[src/rtl/clk_switch_ctrl.sv]
// Select sequencer for a glitch-free two-source clock mux: qualifies clk1
// readiness, drives the mux select, holds a guard interval and falls back to clk0.
module clk_switch_ctrl #(
    parameter int unsigned CNT_W    = 16,
    parameter int unsigned LOCK_CNT = 1000,
    parameter int unsigned TIMEOUT  = 4000,
    parameter int unsigned GUARD    = 8
) (
    input  logic clk,
    input  logic rst,
    input  logic req_sel,
    input  logic clk1_ok,
    output logic clk_sel,
    output logic cur_sel,
    output logic busy,
    output logic done,
    output logic fail
);

    typedef enum logic [1:0] {
        IDLE   = 2'd0,
        QUAL   = 2'd1,
        SWITCH = 2'd2
    } state_e;

    localparam logic [CNT_W-1:0] LOCK_LAST  = CNT_W'(LOCK_CNT - 1);
    localparam logic [CNT_W-1:0] TMO_LAST   = CNT_W'(TIMEOUT - 1);
    localparam logic [CNT_W-1:0] GUARD_LAST = CNT_W'(GUARD - 1);
    localparam logic [CNT_W-1:0] CNT_ONE    = CNT_W'(1);

    state_e           state_q, state_d;
    logic [CNT_W-1:0] qual_cnt_q, qual_cnt_d;
    logic [CNT_W-1:0] tmo_cnt_q, tmo_cnt_d;
    logic [CNT_W-1:0] guard_cnt_q, guard_cnt_d;
    logic             req_meta_q, req_s_q;
    logic             ok_meta_q, ok_s_q;
    logic             clk_sel_q, clk_sel_d;
    logic             cur_sel_q, cur_sel_d;
    logic             busy_q, busy_d;
    logic             done_q, done_d;
    logic             fail_q, fail_d;

    // Next-state and output decisions
    always_comb begin
        state_d     = state_q;
        qual_cnt_d  = qual_cnt_q;
        tmo_cnt_d   = tmo_cnt_q;
        guard_cnt_d = '0;
        clk_sel_d   = clk_sel_q;
        cur_sel_d   = cur_sel_q;
        done_d      = 1'b0;
        fail_d      = fail_q;

        unique case (state_q)
            IDLE: begin
                if (cur_sel_q && !ok_s_q) begin
                    clk_sel_d = 1'b0;
                    fail_d    = 1'b1;
                    state_d   = SWITCH;
                end else if (!req_s_q && cur_sel_q) begin
                    clk_sel_d = 1'b0;
                    state_d   = SWITCH;
                end else if (req_s_q && !cur_sel_q && !fail_q) begin
                    qual_cnt_d = '0;
                    tmo_cnt_d  = '0;
                    state_d    = QUAL;
                end else if (!req_s_q) begin
                    fail_d = 1'b0;
                end
            end
            QUAL: begin
                if (!req_s_q) begin
                    state_d = IDLE;
                end else if (ok_s_q && (qual_cnt_q == LOCK_LAST)) begin
                    clk_sel_d = 1'b1;
                    state_d   = SWITCH;
                end else if (tmo_cnt_q == TMO_LAST) begin
                    fail_d  = 1'b1;
                    state_d = IDLE;
                end else begin
                    qual_cnt_d = ok_s_q ? (qual_cnt_q + CNT_ONE) : '0;
                    tmo_cnt_d  = tmo_cnt_q + CNT_ONE;
                end
            end
            SWITCH: begin
                if (guard_cnt_q == GUARD_LAST) begin
                    cur_sel_d = clk_sel_q;
                    done_d    = 1'b1;
                    state_d   = IDLE;
                end else begin
                    guard_cnt_d = guard_cnt_q + CNT_ONE;
                end
            end
            default: begin
                state_d = IDLE;
            end
        endcase

        busy_d = (state_d != IDLE);
    end

    // State, counters, synchronizers and registered outputs
    always_ff @(posedge clk or negedge rst) begin
        if (!rst) begin
            state_q     <= IDLE;
            qual_cnt_q  <= '0;
            tmo_cnt_q   <= '0;
            guard_cnt_q <= '0;
            req_meta_q  <= 1'b0;
            req_s_q     <= 1'b0;
            ok_meta_q   <= 1'b0;
            ok_s_q      <= 1'b0;
            clk_sel_q   <= 1'b0;
            cur_sel_q   <= 1'b0;
            busy_q      <= 1'b0;
            done_q      <= 1'b0;
            fail_q      <= 1'b0;
        end else begin
            state_q     <= state_d;
            qual_cnt_q  <= qual_cnt_d;
            tmo_cnt_q   <= tmo_cnt_d;
            guard_cnt_q <= guard_cnt_d;
            req_meta_q  <= req_sel;
            req_s_q     <= req_meta_q;
            ok_meta_q   <= clk1_ok;
            ok_s_q      <= ok_meta_q;
            clk_sel_q   <= clk_sel_d;
            cur_sel_q   <= cur_sel_d;
            busy_q      <= busy_d;
            done_q      <= done_d;
            fail_q      <= fail_d;
        end
    end

    assign clk_sel = clk_sel_q;
    assign cur_sel = cur_sel_q;
    assign busy    = busy_q;
    assign done    = done_q;
    assign fail    = fail_q;

endmodule

[config.mk]
export PLATFORM = sky130hd
export DESIGN_NAME = clk_switch_ctrl
export DESIGN_NICKNAME = d
export VERILOG_FILES = /design/src/rtl/clk_switch_ctrl.sv
export SDC_FILE = /design/constraint.sdc
export NUM_CORES = 1
export LEC_CHECK = 0
export CORE_MARGIN = 3
export CORE_UTILIZATION = 45
export DETAILED_ROUTE_END_ITERATION = 16
export DONT_BUFFER_PORTS = 1
export PLACE_DENSITY_LB_ADDON = 0.12
export SLEW_MARGIN = 20
export SYNTH_ARGS = -nofsm -noshare
export SYNTH_HDL_FRONTEND = slang
export SYNTH_SLANG_ARGS = --single-unit
[constraint.sdc]
create_clock -name clk -period 2.3 [get_ports clk]
set_clock_uncertainty 0.2 [all_clocks]
set_input_delay 0.23 -clock clk [delete_from_list [all_inputs] [get_ports clk]]
set_output_delay 0.23 -clock clk [all_outputs]
set_load 0.02 [all_outputs]
Word level (Yosys, flattened, before mapping)
Cells that the tools add are included.
Widths: inputs -> output; s select.
{"block": "classes", "add_sub_neg": 3, "n_eq_ne": 17, "n_mux": 37, "n_reduce_logical": 16}
{"op": "$mux 16", "count": 12}
{"op": "$pmux 16 s2", "count": 2}
{"op": "$add 16x1->16 const B", "count": 3}
{"op": "$eq 16x10->1 const B", "count": 1}
{"op": "$eq 16x12->1 const B", "count": 1}
{"op": "$eq 16x3->1 const B", "count": 1}
{"op": "$ne 2x2->1 const B", "count": 8}
{"op": "$mux 2", "count": 7}
{"op": "$reduce_and 7->1", "count": 2}
{"op": "$mux 1", "count": 13}
{"op": "$ne 3x3->1 const B", "count": 4}
{"op": "$pmux 2 s3", "count": 1}
{"op": "$logic_and 1x1->1", "count": 5}
{"op": "$logic_not 1->1", "count": 4}
{"op": "$pmux 1 s2", "count": 2}
{"op": "$reduce_and 4->1", "count": 1}
{"op": "$reduce_bool 2->1", "count": 2}
{"op": "$eq 2x1->1 const B", "count": 1}
{"op": "$eq 2x2->1 const B", "count": 1}
{"op": "$logic_not 2->1", "count": 1}
{"op": "$reduce_and 2->1", "count": 1}
{"block": "totals", "reg_bits": 59, "inputBits": 4, "output_inout_bits": 5, "word_cells": 86}

Longest topological paths before layout
Gate-level depths: netlist of the first run.
{"block": "depth", "word_depth": 8, "mapped_depth": 10, "mapped_depth_nobuf": 7}

Least setup slack after synthesis of the first run
Ideal clock, no wire load.
{"block": "synth_timing", "path_type": "register to register", "start": "register qual_cnt_q[0]", "end": "register qual_cnt_q[10]", "setup_ns": 0.129, "arrival_ns": 1.956, "required_ns": 1.971, "setup_slack_ns": 0.015, "stages_incl_launch_ff": 11, "n_path_buf": 3, "period_less_slack_ns": 2.285, "cell_sequence": "dfrtp_1 > ha_1 > and4bb_1 > and4_4 > or2_1 > buf_6 > o21a_1 > buf_6 > buf_6 > o21ai_2 > o41ai_2"}
{"block": "synth_between", "elab_chain_cells": 6, "elab_cells_between_ends": 10, "classes_between": "1 x add/sub; 2 x eq/ne; 5 x mux; 2 x reduce/logical"}
{"element": "start: declaration", "line_no": "32", "rtl": "logic [CNT_W-1:0] qual_cnt_q, qual_cnt_d;"}
{"element": "start signal: assignment", "line_no": "120", "rtl": "qual_cnt_q <= qual_cnt_d;"}
{"element": "$add 16x1->16", "line_no": "81", "rtl": "qual_cnt_d = ok_s_q ? (qual_cnt_q + CNT_ONE) : '0;"}
{"element": "$mux 16", "line_no": "81"}
{"element": "$mux 16", "line_no": "77", "rtl": "end else if (tmo_cnt_q == TMO_LAST) begin"}
{"element": "$mux 16", "line_no": "74", "rtl": "end else if (ok_s_q && (qual_cnt_q == LOCK_LAST)) begin"}
{"element": "$mux 16", "line_no": "72", "rtl": "if (!req_s_q) begin"}
{"element": "$pmux 16 s2", "line_no": "54", "rtl": "unique case (state_q)"}
Parallel ways exist; a longest one is shown, timed or not. The select of a mux whose other input is x is not followed.
A chain may end at the register's enable or synchronous reset.

Final worst setup path of the first run
{"block": "layout_timing", "start": "register qual_cnt_q[0]", "end": "register tmo_cnt_q[5]"}
{"block": "layout_between", "elab_chain_cells": 4}
{"element": "$eq 16x10->1", "line_no": "74"}
{"element": "$logic_and 1x1->1", "line_no": "74"}
{"element": "$ne 2x2->1 (no line)"}
{"element": "$reduce_and 7->1 (no line)"}
{"element": "end signal: assignment", "line_no": "121", "rtl": "tmo_cnt_q <= tmo_cnt_d;"}
{"element": "end: declaration", "line_no": "33", "rtl": "logic [CNT_W-1:0] tmo_cnt_q, tmo_cnt_d;"}
Every way passes these cells.

==> out/results.ini, run 1 <==
[timing]
period_needed_ns=2.205
worst_slack_ns=0.09496
report.final.slew_viol_count=0
max_slew.worst_pin.slew_ns=0.5211
fmaxAchievable_ghz=0.4535
finalHoldViolCount=0
post-route-period-util=0.9587
relSlewSlack=0.6494
fin_tns_setup_ns=0
setup_viol=0
rsz0062_at_grt=false

[critical_path]
critPathMaxFanout=8
end_kind=flop
rr_endpoint=tmo_cnt_q[5]$_DFFE_PN0P_
crit_path_start=qual_cnt_q[0]$_DFFE_PN0P_
crit_required_ns=2.32
worst_r2r_path_depth=8
cp.arrival_ns=2.22
r2r_slack_ns=0.09
cp-start-kind=flop
worst-setup-path-type=reg -> reg
reg2reg_from=qual_cnt_q[0]$_DFFE_PN0P_
cp-endpoint=tmo_cnt_q[5]$_DFFE_PN0P_

[synth]
syn_inst=316
ys_seq_elements=59
async_flop_share=1.000
synthesis.area_um2=2962
ys_seq_area_frac=0.4985
syn_area_per_cell_um2=9.372
synth_fp_nets=323
ys_warn_count=0
synth_edf_count=0
synth_ff_type=dfrtp_1
ys_types=45

[placement]
place_ws_ns=-0.002863
hpwl_um=4246
dpl-instance-area_um2=3186
place.port_buffers=0
placedCellCount=406
gp_congestion=0.7918

[run_status]
status=completed

[finish]
post-route-cell-area_um2=3447
stdcell_count=425
nets=354
drive_above_1_share=0.1686
utilization=0.5622
n_antenna_cell=0
areaGrowthSynthToFinish_pct=16.39

[floorplanning]
num_io_pins=9
die_area_um2=7591
row_count=28
initial_core_util=0.4831
die-height_um=87.13
die_w_um=87.13
coreArea_um2=6131

[grt]
grt_pass1_wl_um=11100
grt_max_degree=60
grt_pass1_vias=2296
overflow=0
antenna_found_initial=0
grt_util_all_layers=0.1893

[pwr]
p_leak_nw=1.486
p_per_area_nw_per_um2=620.6
peakVddDrop_mv=0.4231

[routing]
vias_per_cell=5.553
via_count=2360
ant_nets=0
drt_iter0_markers=118
drc=0
firstDrtPassIters=4
wire_per_inst_um=14.62
wl_um=6213

[clocking]
cts-htree-levels=3
cts_buffers=9
clk_latency_ns=0.34
clkTransAtPathRegs_ns=0.06
clock_path_buffers=2
root_buffer=clkbuf_8
cts.sinks=59
cts_tree=built

[hold_path]
hold_path.class=reg -> reg

[flow_run]
max-cap-violations=0

## worst max-delay path: stages (launching register included)
cell and delay (ns):
dfrtp_1 0.38, ha_1 0.21, and4bb_1 0.19, and4_4 0.17, or2_4 0.26, buf_12 0.15, nor4_1 0.33, xnor2_1 0.17
nor2_1 0.05
## Yosys cell counts (2+ instances only)
cell	number	area, um2
buf_6	5	56.30
xor2_1	6	52.55
buf_4	2	15.01
and4_1	2	17.52
nor4_1	6	37.54
nor4b_1	2	17.52
o21ai_1	20	100.1
and3_1	12	75.07
ha_1	3	37.54
nand3_1	21	105.1
o31ai_1	3	22.52
and2_1	2	12.51
o21ai_0	17	85.08
a21oi_1	6	30.03
nand2_1	32	120.1
inv_1	5	18.77
nand4_1	14	87.58
nor3_1	11	55.05
clkbuf_1	3	11.26
dfrtp_1	59	1476
nor2_1	47	176.4
xnor2_1	15	131.4
## state kept, by name (all words and copies together), names as in the netlist, 2 cells and up
signal,count
guard_cnt_q,16
state_q,2
tmo_cnt_q,16
qual_cnt_q,16
## timing repair
action | CTS | global route
hold buffers | 4 | 0
buffers inserted | 0 | 1
endpoints found under the setup margin | 1 | 23
resized for setup | 1 | 13
hold endpoints to repair | 61 | 0
## cell type report
class	count	area, um2
tap	75	93.84
timing repair buffer	30	281.5
fill	540	2684
sequential	59	1476
clock buffer	11	151.4
inverter	5	18.77
clock inverter	3	15.01
multi-input combinational	242	1410
## layout by cell type (no fill, tap or decap), types with 3 or more instances in the layout
master / synthesis / layout
dfrtp_1: 59 / 59
nor2_1: 47 / 47
nand2_1: 32 / 32
o21ai_1: 20 / 24
buf_4: 2 / 23
nand3_1: 21 / 21
xnor2_1: 15 / 15
nand4_1: 14 / 14
o21ai_0: 17 / 12
and3_1: 12 / 11
clkbuf_8: 0 / 11
nor3_1: 11 / 10
nor4_1: 6 / 6
xor2_1: 6 / 6
a21oi_1: 6 / 6
inv_1: 5 / 5
ha_1: 3 / 3
clkinv_2: 0 / 3
dlygate4sd3_1: 0 / 3
## worst min path at each step
| stage | start | to | depth (start not counted) |
|---|---|---|---|
| 2_1_floorplan | rst | busy$_DFF_PN0_ | 0 |
| 3_3_place_gp | rst | qual_cnt_q[8]$_DFFE_PN0P_ | 0 |
| 3_5_place_dp | rst | qual_cnt_q[8]$_DFFE_PN0P_ | 0 |
| 4_1_cts | req_meta_q$_DFF_PN0_ | req_s_q$_DFF_PN0_ | 0 |
| 5_1_grt | req_meta_q$_DFF_PN0_ | req_s_q$_DFF_PN0_ | 0 |
| 6_report | req_meta_q$_DFF_PN0_ | req_s_q$_DFF_PN0_ | 0 |
## layer usage
metal | track usage | wire, um | vias up
met1 | 0.2757 | 3129 | 1114
li1 | - | - | 1177
met3 | 0.04068 | 281 | 14
met5 | 0 | 0 | -
met2 | 0.2685 | 2700 | 55
met4 | 0.08787 | 102 | 0
## power breakdown
| part | total (W) | internal, W | switching, W |
|---|---|---|---|
| clock | 0.000823 | 0.000431 | 0.000391 |
| combinational | 0.000224 | 0.0000901 | 0.000134 |
| sequential | 0.00109 | 0.00106 | 0.0000291 |
| total | 0.00214 | 0.00159 | 0.000554 |
## per-stage QoR
stage | total power, W | hold slack, ns
global placement | 0.001283 | -0.2638
floorplan | 0.001233 | -0.2656
global route | 0.002235 | 0.1602
finish | 0.002139 | 0.1521
CTS | 0.002157 | 0.1589
detailed placement | 0.001290 | -0.2636
## cells by family after synthesis
family	Yosys count	synth area share
xor gates and xnor gates	21	0.06211
AOI/OAI and AO/OA	51	0.09633
adders and majority gates	3	0.01268
DFF	59	0.4985
and+or+nand+nor	165	0.2890
buffers and inverters	15	0.03422
muxes	2	0.007182
Power figures use the tool's default switching activity.
==> run 2: changes to the inputs <==
--- a/config.mk
+++ b/config.mk
@@ -6,7 +6,7 @@
 export NUM_CORES = 1
 export LEC_CHECK = 0
 export CORE_MARGIN = 3
-export CORE_UTILIZATION = 45
+export CORE_UTILIZATION = 52
 export DETAILED_ROUTE_END_ITERATION = 16
 export DONT_BUFFER_PORTS = 1
 export PLACE_DENSITY_LB_ADDON = 0.12
==> out/results.ini, run 2 (same netlist as run 1, synthesis figures left out) <==
[run_status]
status=completed

[placement]
hpwl_um=4060  ; -4.4%
place.port_buffers=0  ; unchanged
dpl-instance-area_um2=3144  ; -1.3%
gp_congestion=0.8452  ; +6.7%

[pwr]
p_leak_nw=1.512  ; +1.8%
peakVddDrop_mv=0.5341  ; +26%
p_per_area_nw_per_um2=667.8  ; +7.6%

[hold_path]
hold_depth=0  ; unchanged
hold_path.class=reg -> reg

[critical_path]
crit_required_ns=2.35  ; +0.03 ns
cp-start-kind=flop
cp.arrival_ns=2.27  ; +0.05 ns
worst_r2r_path_depth=7  ; -1
end_kind=flop
worst-setup-path-type=reg -> reg
critPathMaxFanout=9  ; +1

[timing]
fmaxAchievable_ghz=0.4495  ; -0.89%
setup_viol=0  ; unchanged
relSlewSlack=0.6907  ; +0.04124
hold_ws_ns=0.1507  ; -0.001400 ns
max_slew.worst_pin.slew_ns=0.4598  ; -0.06130 ns
post-route-period-util=0.9674  ; +0.008654
finalHoldViolCount=0  ; unchanged
report.final.slew_viol_count=0  ; unchanged
period_needed_ns=2.225  ; +0.01990 ns

[finish]
fillCellCount=428  ; -21%
utilization=0.6647  ; +0.1025
nets=357  ; +0.85%
largestRegisters=guard_cnt_q (16), qual_cnt_q (16), tmo_cnt_q (16)
final_cell_mix=59 x dfrtp_1, 47 x nor2_1, 32 x nand2_1, 24 x o21ai_1, 24 x buf_4
drive_above_1_share=0.1780  ; +0.009395
areaGrowthSynthToFinish_pct=19.01
layout_commonest_cell=dfrtp_1
post-route-cell-area_um2=3525  ; +2.3%
n_antenna_cell=0  ; unchanged

[grt]
overflow=0  ; unchanged
grt_max_degree=60  ; unchanged
antenna_found_initial=0  ; unchanged
grt_use_met3=0.06798  ; +0.02730
grt_pass1_wl_um=10700  ; -3.6%
use_met2=0.3135  ; +0.04506
busiest_layer=met2
grt_pass1_vias=2244  ; -2.3%
grt_util_met1=0.2995  ; +0.02385
grt_util_all_layers=0.2131  ; +0.02382

[clocking]
cts_tree=built
cts.sinks=59  ; unchanged
cts-htree-levels=3  ; unchanged
cts_buffers=9  ; unchanged
clock_path_buffers=2  ; unchanged
clkTransAtPathRegs_ns=0.07  ; about the same
root_buffer=clkbuf_8
clk_latency_ns=0.34  ; about the same

[routing]
wire_per_inst_um=14.83  ; +1.4%
wl_um=6286  ; +1.2%
drt_iter0_markers=112  ; -5.1%
firstDrtPassIters=4  ; unchanged
via_count=2367  ; +0.30%
drc=0  ; unchanged
vias_per_cell=5.583  ; +0.53%
ant_nets=0  ; unchanged

[floorplanning]
row_count=26  ; -7.1%
initial_core_util=0.5585  ; +0.07546
coreArea_um2=5303  ; -14%
die-height_um=81.47  ; -6.5%
num_io_pins=9  ; unchanged
die_area_um2=6637  ; -13%
die_w_um=81.47  ; -6.5%

[flow_run]
max-cap-violations=0  ; unchanged

[run 2: cell count changes in the layout (fill, tap and decap cells not counted), sizes merged]
cell,change
bufinv,+2
buf,+2
[run 2: layer usage]
metal | up-vias | wire (um)
met5 | - | 0
met4 | 0 | 102
met3 | 10 | 244
met2 | 51 | 2861
met1 | 1119 | 3077
li1 | 1187 | -
[run 2: final cells by class]
class	instances	area, um2	share of cell area
Clock inverter	5	78.83	0.02236
Multi-Input combinational cell	242	1419	0.4026
Tap cell	70	87.58	0.02485
Timing Repair Buffer	33	316.6	0.08981
Inverter	5	18.77	0.005325
Clock buffer	10	127.6	0.03621
Sequential cell	59	1476	0.4189
[run 2: report_power, final]
part / switching [W] / internal, W
combinational: 0.000141 / 0.000111
sequential: 0.0000249 / 0.00106
clock: 0.000411 / 0.000602
total: 0.000577 / 0.00178
[run 2: worst paths after layout]
path / endpoint / from / slack (ns)
setup / recovery: qual_cnt_q[10]$_DFFE_PN0P_ / qual_cnt_q[0]$_DFFE_PN0P_ / 0.08
max in group asynchronous: guard_cnt_q[13]$_DFF_PN0_ / rst / 1.44
hold reg to reg: ok_s_q$_DFF_PN0_ / ok_meta_q$_DFF_PN0_ / 0.15
min in group asynchronous: tmo_cnt_q[4]$_DFFE_PN0P_ / rst / 0.21
setup reg to reg: qual_cnt_q[10]$_DFFE_PN0P_ / qual_cnt_q[0]$_DFFE_PN0P_ / 0.08
hold / removal: ok_s_q$_DFF_PN0_ / ok_meta_q$_DFF_PN0_ / 0.15
[run 2: timing repair]
item | 4_1_cts | 5_1_grt
hold buffers | 4 | 0
setup buffers | 0 | 5
gates cloned | 0 | 2
endpoints found under the hold margin | 61 | 0
pin swaps | 0 | 5
endpoints found under the setup margin | 3 | 28
resized for setup | 3 | 15
[run 2: worst max-delay path, cell delays in order (launching register included)]
cell,delay (ns)
dfrtp_1,0.39
ha_2,0.20
and4bb_1,0.19
and4_4,0.17
or2_4,0.23
o21a_2,0.26
clkbuf_16,0.18
o41ai_2,0.29
[run 2: metrics by stage]
step / setup WS, ns / setup TNS [ns] / cells / total power (W)
CTS: 0.01147 / 0 / 417 / 0.002326
global placement: 0.07364 / 0 / 398 / 0.001273
global route: -0.007749 / -0.01512 / 424 / 0.002465
detailed placement: -0.01115 / -0.01153 / 398 / 0.001280
finish: 0.07506 / 0 / 424 / 0.002354
floorplan: 0.01477 / 0 / 316 / 0.001233
==> run 3: changes to the inputs <==
--- a/config.mk
+++ b/config.mk
@@ -6,10 +6,10 @@
 export NUM_CORES = 1
 export LEC_CHECK = 0
 export CORE_MARGIN = 3
-export CORE_UTILIZATION = 52
+export CORE_UTILIZATION = 31
 export DETAILED_ROUTE_END_ITERATION = 16
 export DONT_BUFFER_PORTS = 1
-export PLACE_DENSITY_LB_ADDON = 0.12
+export PLACE_DENSITY = 0.51
 export SLEW_MARGIN = 20
 export SYNTH_ARGS = -nofsm -noshare
 export SYNTH_HDL_FRONTEND = slang
==> out/results.ini, run 3 (same netlist as run 1, synthesis figures left out) <==
[clocking]
cts_buffers=9  ; unchanged
clk_latency_ns=0.34  ; about the same
cts-htree-levels=3  ; unchanged
cts.sinks=59  ; unchanged
clock_path_buffers=2  ; unchanged
root_buffer=clkbuf_8
clkTransAtPathRegs_ns=0.07  ; about the same
cts_tree=built

[timing]
max_slew.worst_pin.slew_ns=0.4558  ; -0.003956 ns
fin_tns_setup_ns=0  ; unchanged
rsz0062_at_grt=true
report.final.slew_viol_count=0  ; unchanged
setup_viol=0  ; unchanged
finalHoldViolCount=0  ; unchanged
period_needed_ns=2.271  ; +0.04650 ns
relSlewSlack=0.6933  ; +0.002662
fmaxAchievable_ghz=0.4402  ; -2.0%
post-route-period-util=0.9876  ; +0.02022

[grt]
antenna_found_initial=0  ; unchanged
busiest_layer=met2
grt_pass1_wl_um=11160  ; +4.3%
grt_util_all_layers=0.1256  ; -0.08750
overflow=0  ; unchanged
grt_use_met3=0.04237  ; -0.02561
grt_max_degree=60  ; unchanged
grt_util_met1=0.1625  ; -0.1370
grt_pass1_vias=2352  ; +4.8%
use_met2=0.2005  ; -0.1131

[pwr]
p_comb_frac=0.110  ; +0.003
p_int_w=0.001604  ; -9.7%
p_per_area_nw_per_um2=604.3  ; -9.5%
peakVddDrop_mv=0.3536  ; -34%
swShare=0.2779  ; +0.03276
p_sw_w=0.0006171  ; +7.0%
clkPwrFrac=0.396  ; -0.034
p_leak_nw=1.559  ; +3.1%
p_seq_frac=0.494  ; +0.031

[finish]
nets=362  ; +1.4%
fillCellCount=949  ; +120%
drive_above_1_share=0.2111  ; +0.03315
final_cell_mix=59 x dfrtp_1, 47 x nor2_1, 29 x nand2_1, 27 x buf_4, 23 x o21ai_1
n_antenna_cell=0  ; unchanged
areaGrowthSynthToFinish_pct=24.08
layout_commonest_cell=dfrtp_1
largestRegisters=guard_cnt_q (16), qual_cnt_q (16), tmo_cnt_q (16)
utilization=0.3958  ; -0.2689

[floorplanning]
die-height_um=103.7  ; +27%
initial_core_util=0.3190  ; -0.2395
coreArea_um2=9284  ; +75%
row_count=35  ; +35%
die_area_um2=10760  ; +62%
die_w_um=103.7  ; +27%
num_io_pins=9  ; unchanged

[hold_path]
hold_path.class=reg -> reg
hold_depth=0  ; unchanged

[critical_path]
critPathMaxFanout=6  ; -3
crit_required_ns=2.36  ; about the same
worst-setup-path-type=reg -> reg
cp.arrival_ns=2.34  ; +0.07 ns
cp-start-kind=flop
worst_r2r_path_depth=9  ; +2
end_kind=flop

[placement]
hpwl_um=4345  ; +7.0%
place.port_buffers=0  ; unchanged
gp_congestion=0.7720  ; -8.7%

[routing]
drc=0  ; unchanged
firstDrtPassIters=4  ; unchanged
ant_nets=0  ; unchanged
via_count=2366  ; -0.042%
vias_per_cell=4.838  ; -13%
drt_iter0_markers=99  ; -12%
wl_um=6468  ; +2.9%
wire_per_inst_um=13.23  ; -11%

[run_status]
status=completed

[flow_run]
max-cap-violations=0  ; unchanged

==> run 3: what timing repair did <==
action | 4_1_cts | 5_1_grt
buffers inserted | 0 | 7
cloned | 0 | 1
hold buffers | 4 | 0
endpoints found under the setup margin | 1 | 24
pin swaps | 0 | 14
gates resized for setup | 1 | 25
endpoints found under the hold margin | 61 | 0
==> run 3: area by class of cell <==
cell class | instances | area, um2 | area share
tap | 129 | 161.4 | 0.04392
clock inverter | 6 | 47.55 | 0.01294
inverter | 5 | 18.77 | 0.005107
sequential | 59 | 1476 | 0.4018
clock buffer | 10 | 137.6 | 0.03745
timing repair buffer | 38 | 379.1 | 0.1032
multi-input combinational | 242 | 1454 | 0.3956
==> run 3: stage by stage <==
step / worst slack [ns] / instance area, um2 / hold WS, ns / cells / power, W
floorplan: 0.01477 / 2962 / -0.2656 / 316 / 0.001233
global placement: 0.01695 / 3273 / -0.2610 / 461 / 0.001293
detailed placement: -0.01658 / 3273 / -0.2609 / 461 / 0.001294
CTS: 0.03104 / 3521 / 0.1523 / 481 / 0.002220
global route: -0.03620 / 3675 / 0.1671 / 489 / 0.002349
finish: 0.02856 / 3675 / 0.1505 / 489 / 0.002221
==> run 3: critical path: stages, from the launching register on <==
cell,delay (ns)
dfrtp_1,0.39
ha_2,0.19
and4bb_1,0.18
and4_4,0.17
or2_4,0.27
buf_6,0.12
nor3_4,0.28
clkbuf_16,0.22
nand2_4,0.04
o21ai_2,0.13
==> run 3: per-layer routing <==
layer | part of all wire | vias to the layer above
met5 | 0 | -
met3 | 0.037 | 7
met2 | 0.47 | 25
met4 | 0.010 | 0
li1 | - | 1196
met1 | 0.48 | 1138
==> run 3: power by group through the flow <==
stage               clock [W]  combinational, W  sequential (W)
floorplan                   0          0.000126         0.00111
global placement            0          0.000183         0.00111
detailed placement          0          0.000185         0.00111
CTS                  0.000912          0.000219         0.00109
global route         0.000972          0.000275         0.00110
finish               0.000879          0.000245         0.00110
==> run 3: final timing paths <==
| check | startpoint | endpoint | slack [ns] |
|---|---|---|---|
| min in group asynchronous | rst | tmo_cnt_q[3]$_DFFE_PN0P_ | 0.22 |
| worst max register to register | qual_cnt_q[1]$_DFFE_PN0P_ | qual_cnt_q[6]$_DFFE_PN0P_ | 0.03 |
| max in group asynchronous | rst | tmo_cnt_q[10]$_DFFE_PN0P_ | 1.42 |
| worst min register to register | ok_meta_q$_DFF_PN0_ | ok_s_q$_DFF_PN0_ | 0.15 |
| worst min-delay path | ok_meta_q$_DFF_PN0_ | ok_s_q$_DFF_PN0_ | 0.15 |
| worst max-delay path | qual_cnt_q[1]$_DFFE_PN0P_ | qual_cnt_q[6]$_DFFE_PN0P_ | 0.03 |
